**src/rtl/aibnd_red_lanemux_seq.sv**
```systemverilog
// Redundancy lane mux with a blank/load/settle switching sequence.
// Ports: clk, rstb (sync active-low), din[(NCH+1)*W] (lane NCH = spare),
//   sel_req/sel_new (mask change request), dout[NCH*W] (registered lanes),
//   sel_cur (applied mask), busy, sel_ack, sel_err, vccl/vssl supplies.
module aibnd_red_lanemux_seq #(
    parameter int NCH  = 4,
    parameter int W    = 1,
    parameter int HOLD = 2
) (
    input  logic                 clk,
    input  logic                 rstb,
    input  logic [(NCH+1)*W-1:0] din,
    input  logic                 sel_req,
    input  logic [NCH-1:0]       sel_new,
    output logic [NCH*W-1:0]     dout,
    output logic [NCH-1:0]       sel_cur,
    output logic                 busy,
    output logic                 sel_ack,
    output logic                 sel_err,
    input  logic                 vccl_aibnd,
    input  logic                 vssl_aibnd
);

    localparam int CW = $clog2(HOLD + 1);
    localparam logic [CW-1:0] LD = CW'(HOLD - 1);

    typedef enum logic [2:0] {
        S_IDLE, S_BLANK, S_LOAD, S_SETTLE, S_ACK
    } state_t;

    state_t           r_state;
    state_t           w_nxt;
    logic [CW-1:0]    r_cnt;
    logic [CW-1:0]    w_cnt_nxt;
    logic [NCH-1:0]   r_pend;
    logic [NCH-1:0]   r_sel_cur;
    logic [NCH*W-1:0] r_dout;
    logic             r_armed;
    logic             r_err;
    logic             w_legal;
    logic             w_accept;
    logic             w_reject;
    logic             w_blank_nxt;
    logic             w_supply_tie;
    logic [NCH*W-1:0] w_steer;

    // Supplies stay connected but only feed an always-true term.
    assign w_supply_tie = vccl_aibnd | ~vccl_aibnd | vssl_aibnd;

    // Thermometer: a set bit must have every higher bit set.
    always_comb begin
        w_legal = 1'b1;
        for (int i = 0; i < NCH - 1; i++) begin
            if (sel_new[i] && !sel_new[i+1]) w_legal = 1'b0;
        end
    end

    always_comb begin
        w_steer = '0;
        for (int i = 0; i < NCH; i++) begin
            w_steer[i*W +: W] = r_sel_cur[i] ? din[(i+1)*W +: W]
                                             : din[i*W +: W];
        end
    end

    always_comb begin
        w_nxt     = r_state;
        w_cnt_nxt = r_cnt;
        w_accept  = 1'b0;
        w_reject  = 1'b0;
        unique case (r_state)
            S_IDLE: begin
                // r_armed drops requests seen in the first cycle out of reset
                if (sel_req && r_armed) begin
                    if (w_legal) begin
                        w_nxt     = S_BLANK;
                        w_cnt_nxt = LD;
                        w_accept  = 1'b1;
                    end else begin
                        w_reject = 1'b1;
                    end
                end
            end
            S_BLANK: begin
                if (r_cnt == '0) begin
                    w_nxt     = S_LOAD;
                    w_cnt_nxt = '0;
                end else begin
                    w_cnt_nxt = r_cnt - 1'b1;
                end
            end
            S_LOAD: begin
                w_nxt     = S_SETTLE;
                w_cnt_nxt = LD;
            end
            S_SETTLE: begin
                if (r_cnt == '0) begin
                    w_nxt     = S_ACK;
                    w_cnt_nxt = '0;
                end else begin
                    w_cnt_nxt = r_cnt - 1'b1;
                end
            end
            S_ACK: begin
                w_nxt     = S_IDLE;
                w_cnt_nxt = '0;
            end
            default: begin
                w_nxt     = S_IDLE;
                w_cnt_nxt = '0;
            end
        endcase
    end

    // dout is blanked on the state being entered so the zero window
    // lines up with BLANK/LOAD/SETTLE and ACK already shows new steering.
    assign w_blank_nxt = (w_nxt == S_BLANK) || (w_nxt == S_LOAD) ||
                         (w_nxt == S_SETTLE);

    always_ff @(posedge clk) begin
        if (!rstb) begin
            r_state   <= S_IDLE;
            r_cnt     <= '0;
            r_pend    <= '0;
            r_sel_cur <= '0;
            r_dout    <= '0;
            r_armed   <= 1'b0;
            r_err     <= 1'b0;
        end else begin
            r_state <= w_nxt;
            r_cnt   <= w_cnt_nxt;
            r_armed <= w_supply_tie;
            r_err   <= w_reject;
            if (w_accept) r_pend <= sel_new;
            if (r_state == S_LOAD) r_sel_cur <= r_pend;
            r_dout <= w_blank_nxt ? '0 : w_steer;
        end
    end

    assign dout    = r_dout;
    assign sel_cur = r_sel_cur;
    assign busy    = (r_state != S_IDLE);
    assign sel_ack = (r_state == S_ACK);
    assign sel_err = r_err;

endmodule
```
**config.mk**
```make
export PLATFORM = sky130hd
export DESIGN_NAME = aibnd_red_lanemux_seq
export DESIGN_NICKNAME = d
export VERILOG_FILES = /design/src/rtl/aibnd_red_lanemux_seq.sv
export SDC_FILE = /design/constraint.sdc
export NUM_CORES = 1
export LEC_CHECK = 0
export CELL_PAD_IN_SITES_DETAIL_PLACEMENT = 0
export CELL_PAD_IN_SITES_GLOBAL_PLACEMENT = 1
export CORE_UTILIZATION = 35
export CTS_CLUSTER_DIAMETER = 30
export DETAILED_ROUTE_END_ITERATION = 12
export PLACE_DENSITY = 0.88
export SLEW_MARGIN = 20
export SYNTH_ARGS = -nofsm -noshare
export SYNTH_HDL_FRONTEND = slang
export SYNTH_SLANG_ARGS = --single-unit
```
**constraint.sdc**
```tcl
create_clock -name clk -period 3.6 [get_ports clk]
set_input_delay 0.72 -clock clk [delete_from_list [all_inputs] [get_ports clk]]
set_output_delay 0.72 -clock clk [all_outputs]
set_load 0.01 [all_outputs]
```
==> results of run 1 <==
final cells by class:
class	instances	area (µm²)	area share
inverters	4	15.0	0.0138
clock buffers	3	22.5	0.0208
flip-flops and latches	19	380	0.351
multi-input cells	57	407	0.375
repair buffers	22	220	0.203
clock inverters	1	5.00	0.00461
well taps	28	35.0	0.0323
sequential cells by signal (all words and copies together) (netlist names):
signal	count
r_cnt	2
sel_cur	4
sel_err	1
r_state	3
r_pend	4
r_armed	1
dout	4
cell usage in the layout, fill, tap and decap left out, drive strengths merged:
master and instances:
clkdlybuf4s50 22, dfxtp 19, mux2i 13, nand2 10
nor2 8, nor2b 6, inv 4, and2 4
o21ai 3, clkbuf 3, and3 2, nor3b 2
nor3 1, o22ai 1, nand3 1, or3 1
o2111ai 1, nand3b 1, a21oi 1, o211a 1
xor2 1, clkinv 1
worst max path at each step:
stage	start	end	slack [ps]	cells after the start
6_report	r_state[2]	busy	1380	3
5_1_grt	r_state[2]	busy	1280	3
4_1_cts	r_state[2]	busy	1360	3
3_5_place_dp	sel_new[2]	r_cnt[0]	1480	5
3_3_place_gp	sel_new[2]	r_cnt[0]	1500	5
2_1_floorplan	sel_new[2]	r_cnt[0]	2060	4
report_power, final:
group	internal (mW)	switching, mW
Sequential	0.235	0.0220
Clock	0.0414	0.0636
Combinational	0.0881	0.0696
worst reg2reg max path: stages, from the launching register on:
cell and delay [ps]:
dfxtp_1 470, nor3b_4 310, mux2i_1 260, o2111ai_2 210, nor2_1 170
routing by layer:
layer,share of wire,up-vias
li1,-,326
met1,0.44,291
met2,0.52,9
met3,0.023,2
met4,0.011,0
met5,0,-
kinds of logic after synthesis:
group,Yosys count
AO/OA/AOI/OAI,7
flip-flops,19
multiplexers,13
XOR/XNOR,1
buffers and inverters,5
AND/OR/NAND/NOR,36
==> impl_results.md, run 1 <==
* Die X-Extent at ~50 µm
* Main combinational cell family by area after synthesis: simple AND/OR/NAND/NOR gates
* Clk root buf: clkbuf_4
* MaxCap Viol Count at 0
* Synth Area in Simple Gates at 0.261
* Final core utilization at 0.495
* Remaining DRCs at 0
* Finished Layout Cells at about 130
* Initial antenna violation count at 0
* Synthesized flop and latch total at 19
* First-pass GRT wire length at ~2400 µm
* Sequential area share after synthesis at 0.472
* Crit-path max FO at 8
* Number of synthesis warnings at 0
* Crit start category: flop
* Post-Synthesis Cells at 81
* Clock skew at about 6.0 ps
* Number of cell rows at 17
* Fin area at around 1100 µm²
* Hold Vio Cnt, Final at 0
* Hold Path Class: flop to flop
* Core footprint at around 2200 µm²
* Final Power at 520 µW
* Cells on Worst Hold Path at 2
* CP arrival at approximately 1500 ps
* Worst r2r path cells at 4
* Worst rel slew slack at 0.648
* 1st-iter DRT viols at 4
* Max VDD drop at 0.000204 V
* Max Slew Vio Count at 0
* Number of flops mapped to enable cells by yosys at 0
* Post-route minimum period at ~2200 ps
* Endpoints failing setup at 0
* Ports at 25
* Starting Density at 0.368
* Leak pwr at approximately 0.42 nW
* Via count of the routed design at ~630
* Final hold slack at ~470 ps
* Total global routing track utilization at 0.135
* Final Net Count at 121
* Terminus of the critical flop-to-flop path: dout[1]
* Port Buffer Count at 22
* Clk buf depth at 2
* Number of fill cells in the layout at approximately 220
* Hold path start: r_pend[2]
* Critical path type: flop to output port
* ANT nets after route at 0
* Synth top cells by count: dfxtp_1, mux2i_1, nand2_1
* Crit-path max cell delay at 470 ps
* Vias in the first global route at between 500 and 600
* Clk pin slew, worst setup/hold paths at ~100 ps
* Layout area overhead at 34.6%
* Buf/Inv on CP at 2
* Synth cell types at 22
* Clk sink count at 19
* Crit path max-delay family: buffers and inverters
* CTS Buf Count at 3
* Worst Tran Pin Value at around 530 ps
* RSZ-0062 raised after global routing: false
* CTS tree: done
* Top FF cell, synth: dfxtp_1
* Post-synthesis cell area at around 810 µm²
* Post-CTS setup buffers at 0
* CP cell instances: nor3_2 > inv_1 > clkdlybuf4s50_1
* Yosys top cell area share at 0.472
* Syn_area_per_cell at around 9.9 µm²
* Status: completed
* Clock latency at the later pin of the worst-skew pair at 300 ps
* Hold_buf cts at 0
* Via density at 4.69
* Die Ht at around 50 µm
* Fmax at approximately 0.45 GHz
* Placed Area at approximately 1100 µm²
* Die Footprint at 2500 µm²
* GPL Wtd Cong at 0.707
* FF-to-FF Start: r_state[0]
* Post-synthesis xor/xnor area fraction at 0.0109
* Avg WL per Cell at 10.5 µm
* Total congestion overflow after global routing at 0
* Setup TNS at 0 ps
* Worst EP required at 2880 ps
* Post-CTS resize count at 0
* Post-synth ARST share at 0
* Most numerous cell in the Yosys netlist: dfxtp_1
* H-tree lvl count at 1
* Antenna cells at 0
* Final Cycle Share at 0.615
* Share of cells above drive strength 1 at 0.0943
* Area leader, netlist: dfxtp_1
* Grt met1 use at 0.165
* Placed cells at 130
* Post-synthesis compound-gate area fraction at 0.0714
* Dpl ws at between 1000 and 1500 ps
* DP HPWL at about 1100 µm
* Pre-Repair DR Iteration Count at 4
* Mux cell area share after synthesis at 0.161
* Crit. End Element: output port
* Met2 Usage GRT at 0.207
* Reg2Reg Setup Slack at between 2000 and 2500 ps
* GR peak layer: met2
* Syn nets at between 90 and 100
* Total wire length at about 1400 µm
* Synth Area in Adders at 0
* GR Util met3 at 0.0278
* Power Density at roughly 480 nW/µm²
* Endpoint of the worst hold-timing path: r_pend[2]
* CP max stage cell: clkdlybuf4s50_1
* Setup WS post-layout at 1380 ps
* Largest cells by area after synthesis: dfxtp_1, mux2i_1, nand2_1, nor2b_1, nor2_1
* Pin count of the biggest net entering global routing at 19
Note: power is estimated with default switching activity, not from simulation.
==> inputs of run 2 (changes only) <==
--- a/config.mk
+++ b/config.mk
@@ -7,10 +7,10 @@
 export LEC_CHECK = 0
 export CELL_PAD_IN_SITES_DETAIL_PLACEMENT = 0
 export CELL_PAD_IN_SITES_GLOBAL_PLACEMENT = 1
-export CORE_UTILIZATION = 35
+export CORE_UTILIZATION = 33
 export CTS_CLUSTER_DIAMETER = 30
 export DETAILED_ROUTE_END_ITERATION = 12
-export PLACE_DENSITY = 0.88
+export PLACE_DENSITY = 0.84
 export SLEW_MARGIN = 20
 export SYNTH_ARGS = -nofsm -noshare
 export SYNTH_HDL_FRONTEND = slang
==> constraint.sdc (replaced) <==
create_clock -name clk -period 2.25 [get_ports clk]
set_input_delay 0.45 -clock clk [delete_from_list [all_inputs] [get_ports clk]]
set_output_delay 0.45 -clock clk [all_outputs]
set_load 0.01 [all_outputs]
==> impl_results.md, run 2 (synthesis gave the netlist of run 1 again) <==
* Remaining DRCs at 0 (unchanged)
* Internal power at 585 µW (+60%)
* Worst rel slew slack at 0.706 (+0.0590)
* CP arrival at 1490 ps (about the same)
* FF-to-FF Start: r_state[0]
* Clock latency at the later pin of the worst-skew pair at 290 ps (about the same)
* Most frequent cells in the layout: clkdlybuf4s50_1, dfxtp_1, mux2i_1, nand2_1, nor2_1
* Logic pwr share at 0.304 (about the same)
* Worst EP required at 1800 ps (-1080 ps)
* Port Buffer Count at 22 (unchanged)
* Final core utilization at 0.484 (-0.0107)
* Met2 Usage GRT at 0.216 (+0.00978)
* Max VDD drop at 0.000338 V (+66%)
* Initial antenna violation count at 0 (unchanged)
* ANT nets after route at 0 (unchanged)
* CTS Buf Count at 3 (unchanged)
* CP startpoint: r_state[2]
* Starting Density at 0.357 (-0.0104)
* Hold Path Class: flop to flop
* Total global routing track utilization at 0.138 (+0.00265)
* Crit start category: flop
* Die Footprint at 2640 µm² (+5.8%)
* Post-CTS resize count at 0 (unchanged)
* DP HPWL at 1120 µm (+1.9%)
* Hold Vio Cnt, Final at 0 (unchanged)
* 1st-iter DRT viols at 5 (+1)
* Psw at 255 µW (+64%)
* Avg WL per Cell at 11.0 µm (+4.8%)
* Via density at 4.62 (-1.4%)
* Net Sw Frac at 0.303 (+0.00494)
* Status: completed
* Leak pwr at 0.420 nW (+1.2%)
* Clk root buf: clkbuf_4
* GR Util met3 at 0.0268 (-0.000992)
* Fmax at roughly 0.5 GHz
* Ports at 25 (unchanged)
* GR peak layer: met2
* Power Density at 769 nW/µm² (+60%)
* First-pass GRT wire length at 2630 µm (+7.6%)
* Pre-Repair DR Iteration Count at 2 (-2)
* Number of cell rows at 17 (unchanged)
* Setup TNS at 0 ps (unchanged)
* Setup WS post-layout at 309 ps (-1080 ps)
* Final Cycle Share at 0.863
* Post-route minimum period at a little under 2000 ps
* Clk pwr share at 0.206 (+0.004)
* RSZ-0062 raised after global routing: false
* Final Power at 840 µW (+61%)
* CTS tree: done
* Hold path start: r_pend[1]
* Core footprint at 2250 µm² (+2.9%)
* Flop pwr share at 0.490 (-0.005)
* Die Ht at 51.4 µm (+2.9%)
* Grt met1 use at 0.173 (+0.00818)
* Fin area at 1090 µm² (+0.69%)
* Total congestion overflow after global routing at 0 (unchanged)
* H-tree lvl count at 1 (unchanged)
* Via count of the routed design at 624 (-0.64%)
* Dpl ws at 395 ps (-1080 ps)
* Clk pin slew, worst setup/hold paths at 110 ps (about the same)
* Pin count of the biggest net entering global routing at 13 (-6)
* Vias in the first global route at 607 (+7.2%)
* Critical path type: flop to output port
* Total wire length at 1480 µm (+5.6%)
* Clk sink count at 19 (unchanged)
* MaxCap Viol Count at 0 (unchanged)
* Final Net Count at 122 (+0.83%)
* Placed Area at 1060 µm² (+0.71%)
* Most common cell after layout, fill and taps aside: clkdlybuf4s50_1
* Post-CTS setup buffers at 0 (unchanged)
* Crit. End Element: output port
* Clk buf depth at 2 (unchanged)
* Endpoints failing setup at 0 (unchanged)
* Crit-path max FO at 8 (unchanged)
* Clock skew at 2.38 ps (-3.63 ps)
* Worst Tran Pin Value at 438 ps (-88.8 ps)
* Share of cells above drive strength 1 at 0.103 (+0.00846)
* GPL Wtd Cong at 0.725 (+2.6%)
* Die X-Extent at 51.4 µm (+2.9%)
* Max Slew Vio Count at 0 (unchanged)
* Layout area overhead at 35.6%
* Antenna cells at 0 (unchanged)
* Hold_buf cts at 0 (unchanged)
-- run 2: changes by cell type in the layout (fill, tap and decap cells not counted), sizes merged --
cell	previous run	this run
buf	0	1
-- run 2: path summary, 6_finish.rpt --
| check | endpoint | slack, ps | cells past startpoint |
|---|---|---|---|
| hold reg to reg | r_pend[1] | 460 | 2 |
| setup / recovery | busy | 310 | 3 |
| setup reg to reg | dout[1] | 840 | 4 |
| hold / removal | r_pend[1] | 460 | 2 |
-- run 2: power groups by stage --
stage | clock (mW) | combinational, mW | sequential [mW]
6_report | 0.173 | 0.255 | 0.412
5_1_grt | 0.199 | 0.285 | 0.419
4_1_cts | 0.184 | 0.259 | 0.412
3_5_place_dp | 0 | 0.257 | 0.420
3_3_place_gp | 0 | 0.253 | 0.418
2_1_floorplan | 0 | 0.144 | 0.424
-- run 2: per-layer routing --
layer / routed length (µm) / vias to the layer above
met5: 0 / -
met4: 17 / 0
met3: 33 / 2
met2: 733 / 7
met1: 697 / 285
li1: - / 330
-- run 2: area by class of cell --
type	instances	area, µm²
inverter	4	15.0
multi-input combinational	57	407
timing repair buffer	23	228
tap	28	35.0
clock buffer	3	22.5
clock inverter	1	5.00
sequential	19	380
fill	229	1160
-- run 2: critical path, stage by stage (launching register included) --
cell and delay [ps]:
dfxtp_1 400, nor3_2 260, inv_1 60, clkdlybuf4s50_1 480
-- run 2: stage by stage --
| step | std cells | hold WS, ps |
|---|---|---|
| CTS | 135 | 469 |
| detailed placement | 131 | 452 |
| finish | 135 | 464 |
| global placement | 131 | 450 |
| global route | 135 | 495 |
| floorplan | 81 | 434 |
==> inputs of run 3 (changes only) <==
--- a/config.mk
+++ b/config.mk
@@ -8,7 +8,6 @@
 export CELL_PAD_IN_SITES_DETAIL_PLACEMENT = 0
 export CELL_PAD_IN_SITES_GLOBAL_PLACEMENT = 1
 export CORE_UTILIZATION = 33
-export CTS_CLUSTER_DIAMETER = 30
 export DETAILED_ROUTE_END_ITERATION = 12
 export PLACE_DENSITY = 0.84
 export SLEW_MARGIN = 20
==> results of run 3 <==
Same layout as run 2: the final DEF is identical, and so are final timing and power.
